`config.mk`:
```
export PLATFORM = sky130hd
export DESIGN_NAME = iter_div_unit
export DESIGN_NICKNAME = d
export VERILOG_FILES = /design/src/rtl/div_pkg.sv /design/src/rtl/div_iter_step.sv /design/src/rtl/iter_div_unit.sv
export SDC_FILE = /design/constraint.sdc
export NUM_CORES = 1
export LEC_CHECK = 0
export CORE_MARGIN = 5
export CORE_UTILIZATION = 35
export CTS_BUF_LIST = sky130_fd_sc_hd__clkbuf_4 sky130_fd_sc_hd__clkbuf_8 sky130_fd_sc_hd__clkbuf_16
export DETAILED_ROUTE_END_ITERATION = 12
export SETUP_SLACK_MARGIN = 0.1
export SLEW_MARGIN = 10
export SYNTH_ARGS = -nofsm -noshare
export SYNTH_HDL_FRONTEND = slang
export SYNTH_SLANG_ARGS = --single-unit
```
`constraint.sdc`:
```
create_clock -name clk -period 3.8 [get_ports clk]
set_clock_uncertainty 0.05 [all_clocks]
set_input_delay 0.38 -clock clk [delete_from_list [all_inputs] [get_ports clk]]
set_output_delay 0.38 -clock clk [all_outputs]
set_load 0.03 [all_outputs]
```
`src/rtl/div_pkg.sv`:
```
// Shared definitions for the iterative divider: op bit positions, FSM states,
// and the iteration-count helper.
package div_pkg;

    // Bit positions inside the 2-bit op field.
    localparam int DIV_OP_SIGNED = 0;
    localparam int DIV_OP_REM    = 1;

    typedef enum logic [2:0] {
        ST_IDLE = 3'd0,
        ST_PREP = 3'd1,
        ST_CALC = 3'd2,
        ST_FIX  = 3'd3,
        ST_DONE = 3'd4
    } div_state_e;

    // Number of CALC cycles needed to produce all quotient bits.
    function automatic int iter_count(input int width, input int bits_per_cycle);
        return width / bits_per_cycle;
    endfunction

endpackage

```
`src/rtl/div_iter_step.sv`:
```
// One restoring-division step: shift the next dividend bit into the partial
// remainder and keep the trial difference when it does not go negative.
module div_iter_step #(
    parameter int WIDTH = 32
) (
    input  logic [WIDTH-1:0] rem_in,
    input  logic             dividend_bit,
    input  logic [WIDTH-1:0] divisor,
    output logic [WIDTH-1:0] rem_out,
    output logic             q_bit
);

    // The shifted remainder needs one extra bit; that bit doubles as the sign
    // of the trial subtract. rem_in < divisor keeps the kept result in WIDTH bits.
    logic [WIDTH:0] shifted;
    logic [WIDTH:0] trial;

    assign shifted = {rem_in, dividend_bit};
    assign trial   = shifted - {1'b0, divisor};
    assign q_bit   = ~trial[WIDTH];
    assign rem_out = q_bit ? trial[WIDTH-1:0] : shifted[WIDTH-1:0];

endmodule

```
`src/rtl/iter_div_unit.sv`:
```
// Iterative signed/unsigned divider (quotient or remainder) for the EX stage.
// Handshake: a request is taken on a rising edge where in_valid & in_ready
// (in_ready only in IDLE); a result is handed over on a rising edge where
// out_valid & out_ready, and out_valid/out_result stay put until then.
module iter_div_unit
    import div_pkg::*;
#(
    parameter int WIDTH          = 32,
    parameter int BITS_PER_CYCLE = 1
) (
    input  logic             clk,
    input  logic             resetn,
    input  logic             flush,
    input  logic             in_valid,
    output logic             in_ready,
    input  logic [1:0]       in_op,
    input  logic [WIDTH-1:0] in_src1,
    input  logic [WIDTH-1:0] in_src2,
    output logic             out_valid,
    input  logic             out_ready,
    output logic [WIDTH-1:0] out_result,
    output logic             busy
);

    localparam int ITERS = iter_count(WIDTH, BITS_PER_CYCLE);
    localparam int CNT_W = $clog2(ITERS);
    localparam logic [WIDTH-1:0] MIN_INT = {1'b1, {(WIDTH-1){1'b0}}};

    div_state_e       state_q, state_d;
    logic [1:0]       op_q;
    logic [WIDTH-1:0] src1_q, src2_q;
    logic [WIDTH-1:0] quot_q, div_q, rem_q;
    logic [CNT_W-1:0] cnt_q;
    logic             sign_q_q, sign_r_q;
    logic [WIDTH-1:0] result_q;
    logic [WIDTH-1:0] fix_result;
    logic             accept;
    logic             is_signed, neg1, neg2;

    // Step chain: index 0 is the registered state, index BITS_PER_CYCLE the next.
    logic [WIDTH-1:0]          rem_chain  [BITS_PER_CYCLE+1];
    logic [WIDTH-1:0]          quot_chain [BITS_PER_CYCLE+1];
    logic [BITS_PER_CYCLE-1:0] q_bits;

    assign rem_chain[0]  = rem_q;
    assign quot_chain[0] = quot_q;

    // Quotient register doubles as the dividend shifter: MSB out, new q bit in.
    for (genvar i = 0; i < BITS_PER_CYCLE; i++) begin : g_step
        div_iter_step #(.WIDTH(WIDTH)) u_step (
            .rem_in       (rem_chain[i]),
            .dividend_bit (quot_chain[i][WIDTH-1]),
            .divisor      (div_q),
            .rem_out      (rem_chain[i+1]),
            .q_bit        (q_bits[i])
        );
        assign quot_chain[i+1] = {quot_chain[i][WIDTH-2:0], q_bits[i]};
    end

    assign accept    = (state_q == ST_IDLE) && in_valid && !flush;
    assign is_signed = op_q[DIV_OP_SIGNED];
    assign neg1      = is_signed && src1_q[WIDTH-1];
    assign neg2      = is_signed && src2_q[WIDTH-1];
    assign out_result = result_q;

    // State register.
    always_ff @(posedge clk or negedge resetn) begin
        if (!resetn) state_q <= ST_IDLE;
        else         state_q <= state_d;
    end

    // Next state and handshake outputs; flush wins over every other transition.
    always_comb begin
        state_d   = state_q;
        in_ready  = 1'b0;
        out_valid = 1'b0;
        busy      = 1'b1;
        case (state_q)
            ST_IDLE: begin
                in_ready = 1'b1;
                busy     = 1'b0;
                if (in_valid) state_d = ST_PREP;
            end
            ST_PREP: state_d = ST_CALC;
            ST_CALC: if (cnt_q == '0) state_d = ST_FIX;
            ST_FIX:  state_d = ST_DONE;
            ST_DONE: begin
                out_valid = 1'b1;
                if (out_ready) state_d = ST_IDLE;
            end
            default: state_d = ST_IDLE;
        endcase
        if (flush) state_d = ST_IDLE;
    end

    // Sign correction and special cases; divide-by-zero beats the overflow case.
    always_comb begin
        logic [WIDTH-1:0] q_val, r_val;
        q_val = sign_q_q ? -quot_q : quot_q;
        r_val = sign_r_q ? -rem_q  : rem_q;
        if (src2_q == '0) begin
            q_val = '1;
            r_val = src1_q;
        end else if (is_signed && src1_q == MIN_INT && src2_q == '1) begin
            q_val = MIN_INT;
            r_val = '0;
        end
        fix_result = op_q[DIV_OP_REM] ? r_val : q_val;
    end

    // Operand latching, magnitude prep, iteration and result registration.
    always_ff @(posedge clk or negedge resetn) begin
        if (!resetn) begin
            op_q     <= '0;
            src1_q   <= '0;
            src2_q   <= '0;
            quot_q   <= '0;
            div_q    <= '0;
            rem_q    <= '0;
            cnt_q    <= '0;
            sign_q_q <= 1'b0;
            sign_r_q <= 1'b0;
            result_q <= '0;
        end else if (!flush) begin
            case (state_q)
                ST_IDLE: if (accept) begin
                    op_q   <= in_op;
                    src1_q <= in_src1;
                    src2_q <= in_src2;
                end
                ST_PREP: begin
                    // |MIN_INT| negates to itself, which is 2^(WIDTH-1) read unsigned.
                    quot_q   <= neg1 ? -src1_q : src1_q;
                    div_q    <= neg2 ? -src2_q : src2_q;
                    rem_q    <= '0;
                    cnt_q    <= CNT_W'(ITERS - 1);
                    sign_q_q <= neg1 ^ neg2;
                    sign_r_q <= neg1;
                end
                ST_CALC: begin
                    rem_q  <= rem_chain[BITS_PER_CYCLE];
                    quot_q <= quot_chain[BITS_PER_CYCLE];
                    cnt_q  <= cnt_q - 1'b1;
                end
                ST_FIX: result_q <= fix_result;
                default: ;
            endcase
        end
    end

endmodule
```
==> metrics <==
status=finished clean; met2 GRT Util=29.0%; Critical-path top delay cell=a2111oi_1; clk_lat worst skew=530 ps; Avg Synthesized Cell Area=between 8 and 9 sq um; worst vdd ir=0.000531 V; GR Overflow Total=0; PD cells=1040 nW/um^2; vias in the first global route=11000; Row Count=71; fraction of the mapped netlist area in adder cells=3.84%; total core area=37500 sq um; CP bufs+invs=1; global-route wire length before repair=63.8 mm; P_leak=approximately 6.8 nW; crit path launch=src2_q[14]$_DFFE_PN0P_; Total Power=around 16 mW; ys async rst share=100%; Mapped Cells=1507; Routed WL per cell=18.9 um; Die Height=204 um; critical path type=register to register; Yosys Warn Count=0; I/O pin count=106; Top Family by Delay on Critical Path=simple AND/OR/NAND/NOR gates; Multi-input gate area=7590 sq um; Hold Fails Final Rpt=0; Final HPWL DP=between 30 and 40 mm; final WL=40.3 mm; grt peak-use layer=met1; Layout Nets=1710; Max-Cap Viols=0; Detailed Routing Iterations Pass 1=6; RSZ-0062 raised after global routing=no; layout cells sized above 1=11.1%; pin count of the biggest net entering global routing=108; H-Tree Level Count=1; DR iter-0 viols=946; xor and xnor area share after synthesis=9.67%; FF-to-FF Start=src2_q[14]$_DFFE_PN0P_; full die area=around 42000 sq um; Yosys cell types=71; final worst slack=230 ps; Layout area overhead=19.7%; slew margin rel.=between 30% and 40%; Post-synth EDFFs=0; Main synth FF type=dfrtp_1; Synth Area in Compound Gates=20.4%; final non-filler cell area=15800 sq um; Arr. time, crit path=3990 ps; drc violations=0; setup TNS=0 ps; largest family of logic cells by synthesized area=compound AO/OA/AOI/OAI gates; Worst EP required=4220 ps; Startpoint Class=register; # placed instances=just over 2000; input/output buffers=105; met1 Usage GRT=between 20 and 30%; number of synthesized register bits=204; actual slew at the worst max-slew pin=around 960 ps; vias per cell=between 5 and 6; register area=5100 sq um; Post-Syn Nets=1618; critical hold path startpoint=in_src1[13]; final setup fails=0; CTS buffer count=25; crit end category=register; final core utilization=42.2%; final clock period utilization by the worst path=94.0%; Hold Slack=between 400 and 500 ps; post-layout minimum cycle time=3570 ps; commonest non-fill, non-tap cell in the layout=dfrtp_1; total number of vias=11500; RePlAce Congestion=0.933; fmax=280 MHz; Starting Density=a little over a third; Post-Synth Simple-Gate Area=15.0%; Slew Viols, Final=0; FILL cells=between 3000 and 4000; Post-Place Worst Slack=~220 ps; most frequent cells in the layout=dfrtp_1, o21ai_0, nand2_1; CP most frequent cell=or4_1; Diodes inserted=0; min-delay worst type=primary input to register; Antenna Nets Post-Route=0; CTS tree=done; maximum clock path buffer count=3; critical-path cell list=or4_1 > or4_1 > nor3_1 > and2_1 > nand2_2 > nand2_1 > o21ai_0 > a2111oi_1 > buf_4 > a21o_1; initial antenna violation count=0; CTS sink count=204; CP max FO=13; met3 GRT Util=2.11%; Non-Filler Instances=2128; Worst-path clk slew=~60 ps; Total GRT Usage=19.0%; CP max stage delay=790 ps; Root Driver=clkbuf_16; Post-Syn Area=13200 sq um; mux cell area share after synthesis=8.14%; sequential share of the synthesized area=38.6%; DP Area=14900 sq um; Die X=204 um
-- flip-flops by register name, summed over array words and instances (netlist names) --
signal / cells
src1_q: 32
sign_q_q: 1
div_q: 32
op_q: 2
quot_q: 32
state_q: 3
src2_q: 32
sign_r_q: 1
out_result: 32
rem_q: 32
cnt_q: 5
-- final timing paths --
path | end | slack, ps | cells past startpoint
min in group asynchronous | src2_q[15]$_DFFE_PN0P_ | 460 | 2
max in group asynchronous | sign_r_q$_DFFE_PN0P_ | 2220 | 3
setup / recovery | out_result[4]$_DFFE_PN0P_ | 230 | 10
hold / removal | src1_q[13]$_DFFE_PN0P_ | 410 | 2
hold reg to reg | div_q[18]$_DFFE_PN0P_ | 430 | 2
setup reg to reg | out_result[4]$_DFFE_PN0P_ | 230 | 10
-- synth_stat cells, types with 3 or more instances --
library cell | instances | area share, %
dfrtp_1 | 204 | 39
o21ai_0 | 197 | 7.5
nand2_1 | 184 | 5.2
a21oi_1 | 104 | 3.9
nor2_1 | 94 | 2.7
xor2_1 | 74 | 4.9
xnor2_1 | 72 | 4.8
mux2_2 | 69 | 5.9
clkbuf_1 | 66 | 1.9
inv_1 | 59 | 1.7
ha_1 | 39 | 3.7
mux2i_1 | 30 | 2.3
nor3_1 | 24 | 0.91
a21o_1 | 23 | 1.3
o31ai_1 | 23 | 1.3
nor4_1 | 17 | 0.80
nand4_1 | 16 | 0.76
or3_1 | 16 | 0.76
nand3_1 | 15 | 0.57
o41ai_1 | 12 | 0.79
a22oi_1 | 10 | 0.57
buf_2 | 10 | 0.38
nand2b_1 | 10 | 0.47
a221oi_1 | 9 | 0.60
and3_1 | 9 | 0.43
or4_1 | 9 | 0.51
a211oi_1 | 7 | 0.40
a31oi_1 | 7 | 0.33
nor2b_1 | 7 | 0.33
o211ai_1 | 6 | 0.34
o21a_1 | 6 | 0.34
a21boi_0 | 5 | 0.28
a221o_1 | 5 | 0.38
a2111oi_0 | 4 | 0.26
and2_1 | 4 | 0.19
o22ai_1 | 4 | 0.19
a22o_1 | 3 | 0.20
buf_1 | 3 | 0.085
buf_6 | 3 | 0.26
nor3b_1 | 3 | 0.17
o21ai_1 | 3 | 0.11
o2bb2a_1 | 3 | 0.23
-- worst register-to-register path, stage by stage (launching register included) --
cell,delay (ps)
dfrtp_1,440
or4_1,550
or4_1,450
nor3_1,250
and2_1,260
nand2_2,190
nand2_1,90
o21ai_0,170
a2111oi_1,790
buf_4,230
a21o_1,80
-- power by group --
group	switching (mW)	internal [mW]	total [mW]
logic	5.55	4.17	9.72
registers	1.23	2.99	4.22
clock network	0.948	1.56	2.51
total	7.73	8.72	16.5
-- layout make-up --
type                            instances  area share (%)
Timing Repair Buffer                  148            8.88
Tap cell                              511            4.04
Clock buffer                           36            4.71
Clock inverter                          9           0.775
Multi-Input combinational cell       1161            48.0
Inverter                               59            1.40
Sequential cell                       204            32.2
-- logic make-up (layout without fill, tap and decap cells) --
group | count (synthesis) | in the layout
adder cells (fa/ha/maj) | 40 | 40
AND/OR/NAND/NOR | 425 | 425
flip-flops | 204 | 204
AO/OA/AOI/OAI | 451 | 451
XOR/XNOR | 146 | 146
buffers and inverters | 142 | 252
multiplexers | 99 | 99
-- per-layer routing --
layer / part of all wire, % / wire, um / vias up
met2: 44 / 17700 / 317
li1: - / - / 5545
met5: 0 / 0 / -
met1: 49 / 19600 / 5544
met3: 5.6 / 2250 / 50
met4: 1.8 / 718 / 0
-- what timing repair did --
action	CTS	global route
gates resized for setup	0	6
hold endpoints to repair	50	0
buffers inserted	0	3
hold buffers	1	0
endpoints found under the setup margin	0	28
Power figures use the tool's default switching activity.
